`src/rtl/dir_request_sequencer.sv`:
```
// MSI directory request sequencer: arbitrates GetS/GetM misses from two L1 caches and
// walks each transaction through lookup, remote invalidate/flush, memory access, directory update and response.
module dir_request_sequencer #(
  parameter int ADDR_W = 4,
  parameter int DATA_W = 4
) (
  input  logic                Clock,
  input  logic                ResetN,
  input  logic [1:0]          Req,
  input  logic [1:0]          ReqWrite,
  input  logic [2*ADDR_W-1:0] ReqAddr,
  output logic [1:0]          Gnt,
  output logic [1:0]          Done,
  output logic [DATA_W-1:0]   RData,
  output logic [ADDR_W-1:0]   DirAddr,
  input  logic [2:0]          DirRdState,
  input  logic [1:0]          DirRdSharers,
  output logic                DirWe,
  output logic [2:0]          DirWrState,
  output logic [1:0]          DirWrSharers,
  output logic                MemRe,
  output logic                MemWe,
  output logic [ADDR_W-1:0]   MemAddr,
  output logic [DATA_W-1:0]   MemWData,
  input  logic [DATA_W-1:0]   MemRData,
  input  logic                MemAck,
  output logic [1:0]          InvReq,
  output logic                InvFlush,
  input  logic [1:0]          InvAck,
  input  logic [DATA_W-1:0]   InvData
);

  typedef enum logic [2:0] {
    IDLE, LOOKUP, WAIT_ACK, MEM_RD, MEM_WB, UPDATE, RESP
  } seqState_t;

  seqState_t state, stateNext;

  logic              rrPtr;        // 0 = P0 wins the next contended grant
  logic              reqId;
  logic              reqWr;
  logic [ADDR_W-1:0] reqAddr;
  logic [1:0]        invMask;
  logic              invFlushQ;
  logic [1:0]        oldSharers;
  logic              oldValid;     // looked-up line was in S or M
  logic [DATA_W-1:0] lineData;     // data gathered during the transaction
  logic [DATA_W-1:0] rDataQ;       // data presented to the requester, changes only at RESP

  logic       grantId;
  logic [1:0] grantVec;
  logic [1:0] invNext;
  logic       flushNext;
  logic [1:0] reqBit, otherBit;
  logic       dirS, dirM;

  assign reqBit   = reqId ? 2'b10 : 2'b01;
  assign otherBit = ~reqBit;
  // Encodings 1xx fall through both compares and behave as I.
  assign dirS     = (DirRdState == 3'b010);
  assign dirM     = (DirRdState == 3'b011);

  // NOTE: every combinational output gets a default before the case so no path leaves it unassigned (no latch).
  always_comb begin
    stateNext = state;
    grantId   = 1'b0;
    grantVec  = 2'b00;
    invNext   = 2'b00;
    flushNext = 1'b0;
    case (state)
      IDLE: begin
        if (Req != 2'b00) begin
          grantId   = (Req == 2'b11) ? rrPtr : Req[1];
          grantVec  = grantId ? 2'b10 : 2'b01;
          stateNext = LOOKUP;
        end
      end
      LOOKUP: begin
        if (!reqWr) begin
          if (dirM && (DirRdSharers & otherBit) != 2'b00) begin
            invNext   = otherBit;
            flushNext = 1'b1;
            stateNext = WAIT_ACK;
          end else if (dirM && (DirRdSharers & reqBit) != 2'b00) begin
            stateNext = RESP;
          end else begin
            stateNext = MEM_RD;
          end
        end else if ((dirM || dirS) && (DirRdSharers & otherBit) != 2'b00) begin
          invNext   = otherBit;
          flushNext = dirM;
          stateNext = WAIT_ACK;
        end else begin
          stateNext = UPDATE;
        end
      end
      WAIT_ACK: begin
        if ((invMask & ~InvAck) == 2'b00) stateNext = reqWr ? UPDATE : MEM_WB;
      end
      MEM_RD, MEM_WB: begin
        if (MemAck) stateNext = UPDATE;
      end
      UPDATE:  stateNext = RESP;
      RESP:    stateNext = IDLE;
      default: stateNext = IDLE;
    endcase
  end

  // NOTE: sequential state uses non-blocking assignments so every register samples pre-edge values.
  always_ff @(posedge Clock) begin
    if (!ResetN) begin
      state      <= IDLE;
      rrPtr      <= 1'b0;
      reqId      <= 1'b0;
      reqWr      <= 1'b0;
      reqAddr    <= '0;
      invMask    <= 2'b00;
      invFlushQ  <= 1'b0;
      oldSharers <= 2'b00;
      oldValid   <= 1'b0;
      lineData   <= '0;
      rDataQ     <= '0;
    end else begin
      state <= stateNext;
      case (state)
        IDLE: begin
          if (stateNext == LOOKUP) begin
            reqId   <= grantId;
            reqWr   <= ReqWrite[grantId];
            reqAddr <= grantId ? ReqAddr[2*ADDR_W-1:ADDR_W] : ReqAddr[ADDR_W-1:0];
            if (Req == 2'b11) rrPtr <= ~grantId;
          end
        end
        LOOKUP: begin
          invMask    <= invNext;
          invFlushQ  <= flushNext;
          oldSharers <= DirRdSharers;
          oldValid   <= dirS || dirM;
          if (reqWr || stateNext == RESP) lineData <= '0;
        end
        WAIT_ACK: begin
          invMask <= invMask & ~InvAck;
          // The flushing owner's data goes to memory (GetS) or straight to the new owner (GetM).
          if (invFlushQ && (InvAck & invMask) != 2'b00) lineData <= InvData;
        end
        MEM_RD: begin
          if (MemAck) lineData <= MemRData;
        end
        default: ;
      endcase
      if (stateNext == RESP) rDataQ <= (state == LOOKUP) ? '0 : lineData;
    end
  end

  assign Gnt          = ResetN ? grantVec : 2'b00;
  assign Done         = (state == RESP) ? reqBit : 2'b00;
  assign RData        = rDataQ;
  assign DirAddr      = reqAddr;
  assign DirWe        = (state == UPDATE);
  assign DirWrState   = DirWe ? (reqWr ? 3'b011 : 3'b010) : 3'b000;
  assign DirWrSharers = !DirWe ? 2'b00 :
                        (reqWr || !oldValid) ? reqBit : (oldSharers | reqBit);
  assign MemRe        = (state == MEM_RD);
  assign MemWe        = (state == MEM_WB);
  assign MemAddr      = (MemRe || MemWe) ? reqAddr : '0;
  assign MemWData     = MemWe ? lineData : '0;
  assign InvReq       = invMask;
  assign InvFlush     = invFlushQ && (invMask != 2'b00);

endmodule

```
`config.mk`:
```
export PLATFORM = sky130hd
export DESIGN_NAME = dir_request_sequencer
export DESIGN_NICKNAME = d
export VERILOG_FILES = /design/src/rtl/dir_request_sequencer.sv
export SDC_FILE = /design/constraint.sdc
export NUM_CORES = 1
export LEC_CHECK = 0
export ABC_AREA = 1
export CAP_MARGIN = 10
export CORE_ASPECT_RATIO = 1.4
export CORE_UTILIZATION = 62
export DETAILED_ROUTE_END_ITERATION = 8
export DONT_BUFFER_PORTS = 1
export PLACE_DENSITY = 0.78
export SYNTH_ARGS = -nofsm -noshare
export SYNTH_HDL_FRONTEND = slang
export SYNTH_SLANG_ARGS = --single-unit
```
`constraint.sdc`:
```
create_clock -name Clock -period 2 [get_ports Clock]
set_input_delay 0.3 -clock Clock [delete_from_list [all_inputs] [get_ports Clock]]
set_output_delay 0.3 -clock Clock [all_outputs]
set_load 0.02 [all_outputs]
```
==> parameters.txt <==
Parameter                              Value

Status
  Outcome    complete, no violations

Synth
  Gate Count Post-Synth    233
  Number of flip-flops and latches in the synthesized netlist    24
  Number of library cell types mapped by synthesis    34
  Net count after synthesis    263
  Number of warning messages in the yosys log    0
  Fraction of synthesized cell area in xor and xnor cells    0
  Share of synthesized area occupied by flip-flops and latches    0.308
  Number of flops mapped to enable cells by yosys    0
  Simple logic cell fraction of the synthesized area    0.353
  Fraction of the mapped netlist area in compound gates    0.167
  FFs w/ async S/R, synth    0
  Share of synthesized cell area in full adder, half adder and majority cells    0
  Dominant register cell in the synthesized netlist    sky130_fd_sc_hd__dfxtp_1
  Main combinational cell family by area after synthesis    simple AND/OR/NAND/NOR gates
  Multiplexer area fraction after synthesis    0.0361
  Avg Synthesized Cell Area    6.69 um2
  Leading cell type by number of instances after synthesis    sky130_fd_sc_hd__nand2_1
  Top cell type's share of synthesized area    0.308
  Largest cells by area after synthesis    sky130_fd_sc_hd__dfxtp_1 31%, sky130_fd_sc_hd__nand2_1 11%, sky130_fd_sc_hd__inv_1 8.7%, sky130_fd_sc_hd__a21oi_1 8.0%, sky130_fd_sc_hd__nor2_1 7.2%
  Post-Syn Area    1560 um2
  Post-synth top cells    45 x sky130_fd_sc_hd__nand2_1, 36 x sky130_fd_sc_hd__inv_1, 30 x sky130_fd_sc_hd__nor2_1
  Biggest area consumer among synthesized cells    sky130_fd_sc_hd__dfxtp_1

Floorplanning
  Area of the core region    2390 um2
  Height of the die    61.3 um
  Horizontal extent of the die    44.4 um
  Placement Rows    21
  I/O pin count    61
  Initial core utilization    0.651
  Die ar.    2720 um2

Timing
  Shortest period the worst path allows    1920 ps
  Final Setup Violations    0
  Maximum clock frequency    522 MHz
  Final count of hold timing violations    0
  Portion of the clock cycle consumed by the worst path in the final layout    0.958
  Final-layout worst hold slack    78.6 ps
  Worst clock skew on the final layout    2.20 ps
  Setup TNS    0 ps
  Pins Over Slew Limit    0

Finish
  Area growth from synthesis to final layout    6.91%
  Nets    269
  Fraction of layout cells with a size suffix above 1    0.202
  N_diodes    0
  Summed area of non-filler cells in the final layout    1670 um2

Min path
  Number of cells on the worst hold path    2
  Type of the most critical hold path    in2reg

Setup path
  Reg-to-reg setup timing slack    190 ps
  Cell with the largest stage delay on the worst path    sky130_fd_sc_hd__dfxtp_2
  Crit. End Element    output port
  Cell family with the largest share of critical-path delay    buffers and inverters
  Length in cells of the worst reg-to-reg path    11
  Crit Path Category    reg2out
  Highest cell delay on the worst timing path    410 ps
  Cells along the critical path    inv_1, nand2_2, nor2_4, o21ai_2, buf_4, nor3b_1, buf_4
  Critical path buffer and inverter count    3
  Data required time of the critical path    1700 ps
  Critical path's most frequent cell    sky130_fd_sc_hd__buf_4
  Crit start category    register
  Worst path arrival time    1620 ps
  Crit. path cell count    7
  Crit Path Max Fanout    12

Placement
  Half-perimeter wire length after detailed placement    2720 um
  DP Area    1620 um2
  Last weighted congestion value of the routability-driven placer    0.835
  Number of port buffers    0

CTS
  Maximum level of the CTS H-tree    1
  Clock latency at the later pin of the worst-skew pair    320 ps
  Clk root buf    sky130_fd_sc_hd__clkbuf_4
  Total clock buffers created by CTS    3
  Clk pin slew, worst setup/hold paths    130 ps
  TritonCTS clock tree    yes
  Number of buffers inserted by hold repair at cts    0
  Number of buffers on the longest clock path    2
  Clock sinks    24
  Number of gates resized after CTS    2
  Post-CTS setup repair buffer count    0

Detailed routing
  DRC    0
  Iter 0 DRT Violations    52
  Drt wl/cell    12.9 um
  Detailed-route via count    1,472
  DR vias/cell    5.41
  1st-pass router iterations    4
  Final WL    3520 um
  Routed Antenna Nets    0

Global route
  Wire length of the first global-routing pass    5320 um
  Via count of the first global-routing pass    1,312
  Pin count of the biggest net entering global routing    14
  Final global-route overflow total    0
  Antenna violations before repair    0
  Total track usage    0.260

Run
  Total of max-cap violations    0

Power
  Leakage    0.000763 uW
  Power density over the cells    1510 nW/um2
  Worst voltage drop across the vdd grid    1.07 mV
cells in the final DEF, fill, tap and decap left out:
master | synthesis | routed
sky130_fd_sc_hd__clkbuf_8 | 0 | 1
sky130_fd_sc_hd__o21ai_1 | 5 | 5
sky130_fd_sc_hd__nor2_4 | 1 | 2
sky130_fd_sc_hd__nand2_2 | 2 | 2
sky130_fd_sc_hd__nor3_4 | 1 | 1
sky130_fd_sc_hd__conb_1 | 1 | 1
sky130_fd_sc_hd__buf_4 | 3 | 9
sky130_fd_sc_hd__a41oi_1 | 1 | 1
sky130_fd_sc_hd__mux2_2 | 5 | 5
sky130_fd_sc_hd__a21oi_1 | 25 | 25
sky130_fd_sc_hd__inv_4 | 1 | 2
sky130_fd_sc_hd__nand2_1 | 45 | 45
sky130_fd_sc_hd__a22o_1 | 1 | 1
sky130_fd_sc_hd__o21a_1 | 1 | 1
sky130_fd_sc_hd__or2_2 | 1 | 1
sky130_fd_sc_hd__clkinv_1 | 1 | 1
sky130_fd_sc_hd__nor3_2 | 6 | 6
sky130_fd_sc_hd__nand2_4 | 1 | 1
sky130_fd_sc_hd__inv_1 | 36 | 36
sky130_fd_sc_hd__a31oi_1 | 2 | 2
sky130_fd_sc_hd__o21ai_2 | 2 | 2
sky130_fd_sc_hd__nand3_1 | 10 | 10
sky130_fd_sc_hd__inv_2 | 3 | 2
sky130_fd_sc_hd__nor2_2 | 4 | 3
sky130_fd_sc_hd__nand3_2 | 5 | 5
sky130_fd_sc_hd__o21ai_0 | 5 | 5
sky130_fd_sc_hd__clkbuf_4 | 0 | 3
sky130_fd_sc_hd__nor3b_1 | 1 | 1
sky130_fd_sc_hd__dfxtp_2 | 0 | 1
sky130_fd_sc_hd__nor2_1 | 30 | 30
sky130_fd_sc_hd__nand3_4 | 1 | 1
sky130_fd_sc_hd__a22oi_1 | 4 | 4
sky130_fd_sc_hd__dfxtp_4 | 0 | 1
sky130_fd_sc_hd__dfxtp_1 | 24 | 22
metrics by stage:
stage | std cells | util | total power, uW | setup WS, ps
2_1_floorplan | 233 | - | 1990 | 167
3_3_place_gp | 268 | 0.676 | 2160 | 225
3_5_place_dp | 268 | 0.676 | 2220 | 155
4_1_cts | 272 | 0.692 | 2480 | 2.91
5_1_grt | 272 | 0.696 | 2720 | -2.17
6_report | 272 | 0.696 | 2520 | 84.4
layer usage:
layer  track usage  part of all wire
met3        0.0499             0.053
met5             0                 0
met4         0.113             0.015
met1         0.311              0.40
met2         0.452              0.53
registers in the layout, summed over array words and instances (netlist names):
signal      flops
rrPtr           1
DirAddr         4
InvReq          2
invFlushQ       1
state           3
RData           4
oldSharers      2
reqWr           1
oldValid        1
lineData        4
reqId           1
power breakdown:
part           internal [uW]  total [uW]  switching, uW
clock network            111         262            151
logic                    472        1360            885
registers                649         898            248
total                   1230        2520           1280
area by class of cell:
type / instances / area, um2
clock buffers: 4 / 36.3
fillers: 227 / 726
inverters: 41 / 159
multi-input cells: 160 / 875
flip-flops and latches: 24 / 485
well taps: 34 / 42.5
repair buffers: 9 / 67.6
kinds of logic after synthesis:
| kind of cell | after synthesis |
|---|---|
| muxes | 5 |
| DFF | 24 |
| AOI/OAI and AO/OA | 46 |
| buffers and inverters | 49 |
| other | 1 |
| and+or+nand+nor | 108 |
worst reg2reg max path, cell delays in order, from the launching register on:
cell and delay (ps):
sky130_fd_sc_hd__dfxtp_1 530, sky130_fd_sc_hd__inv_2 110, sky130_fd_sc_hd__nand2_1 90, sky130_fd_sc_hd__nand2_1 80, sky130_fd_sc_hd__nand3_1 90, sky130_fd_sc_hd__nand2_1 90, sky130_fd_sc_hd__nor2_1 230, sky130_fd_sc_hd__nor2_4 70
sky130_fd_sc_hd__nand3_4 110, sky130_fd_sc_hd__nand2_4 90, sky130_fd_sc_hd__a21oi_1 150, sky130_fd_sc_hd__nor2_1 70
final timing paths:
kind / from / to
worst max register to register: reqId / lineData[2]
worst min register to register: oldValid / oldValid
worst min-delay path: ResetN / lineData[3]
worst max-delay path: state[1] / Gnt[0]
(Power assumes the default switching activity.)
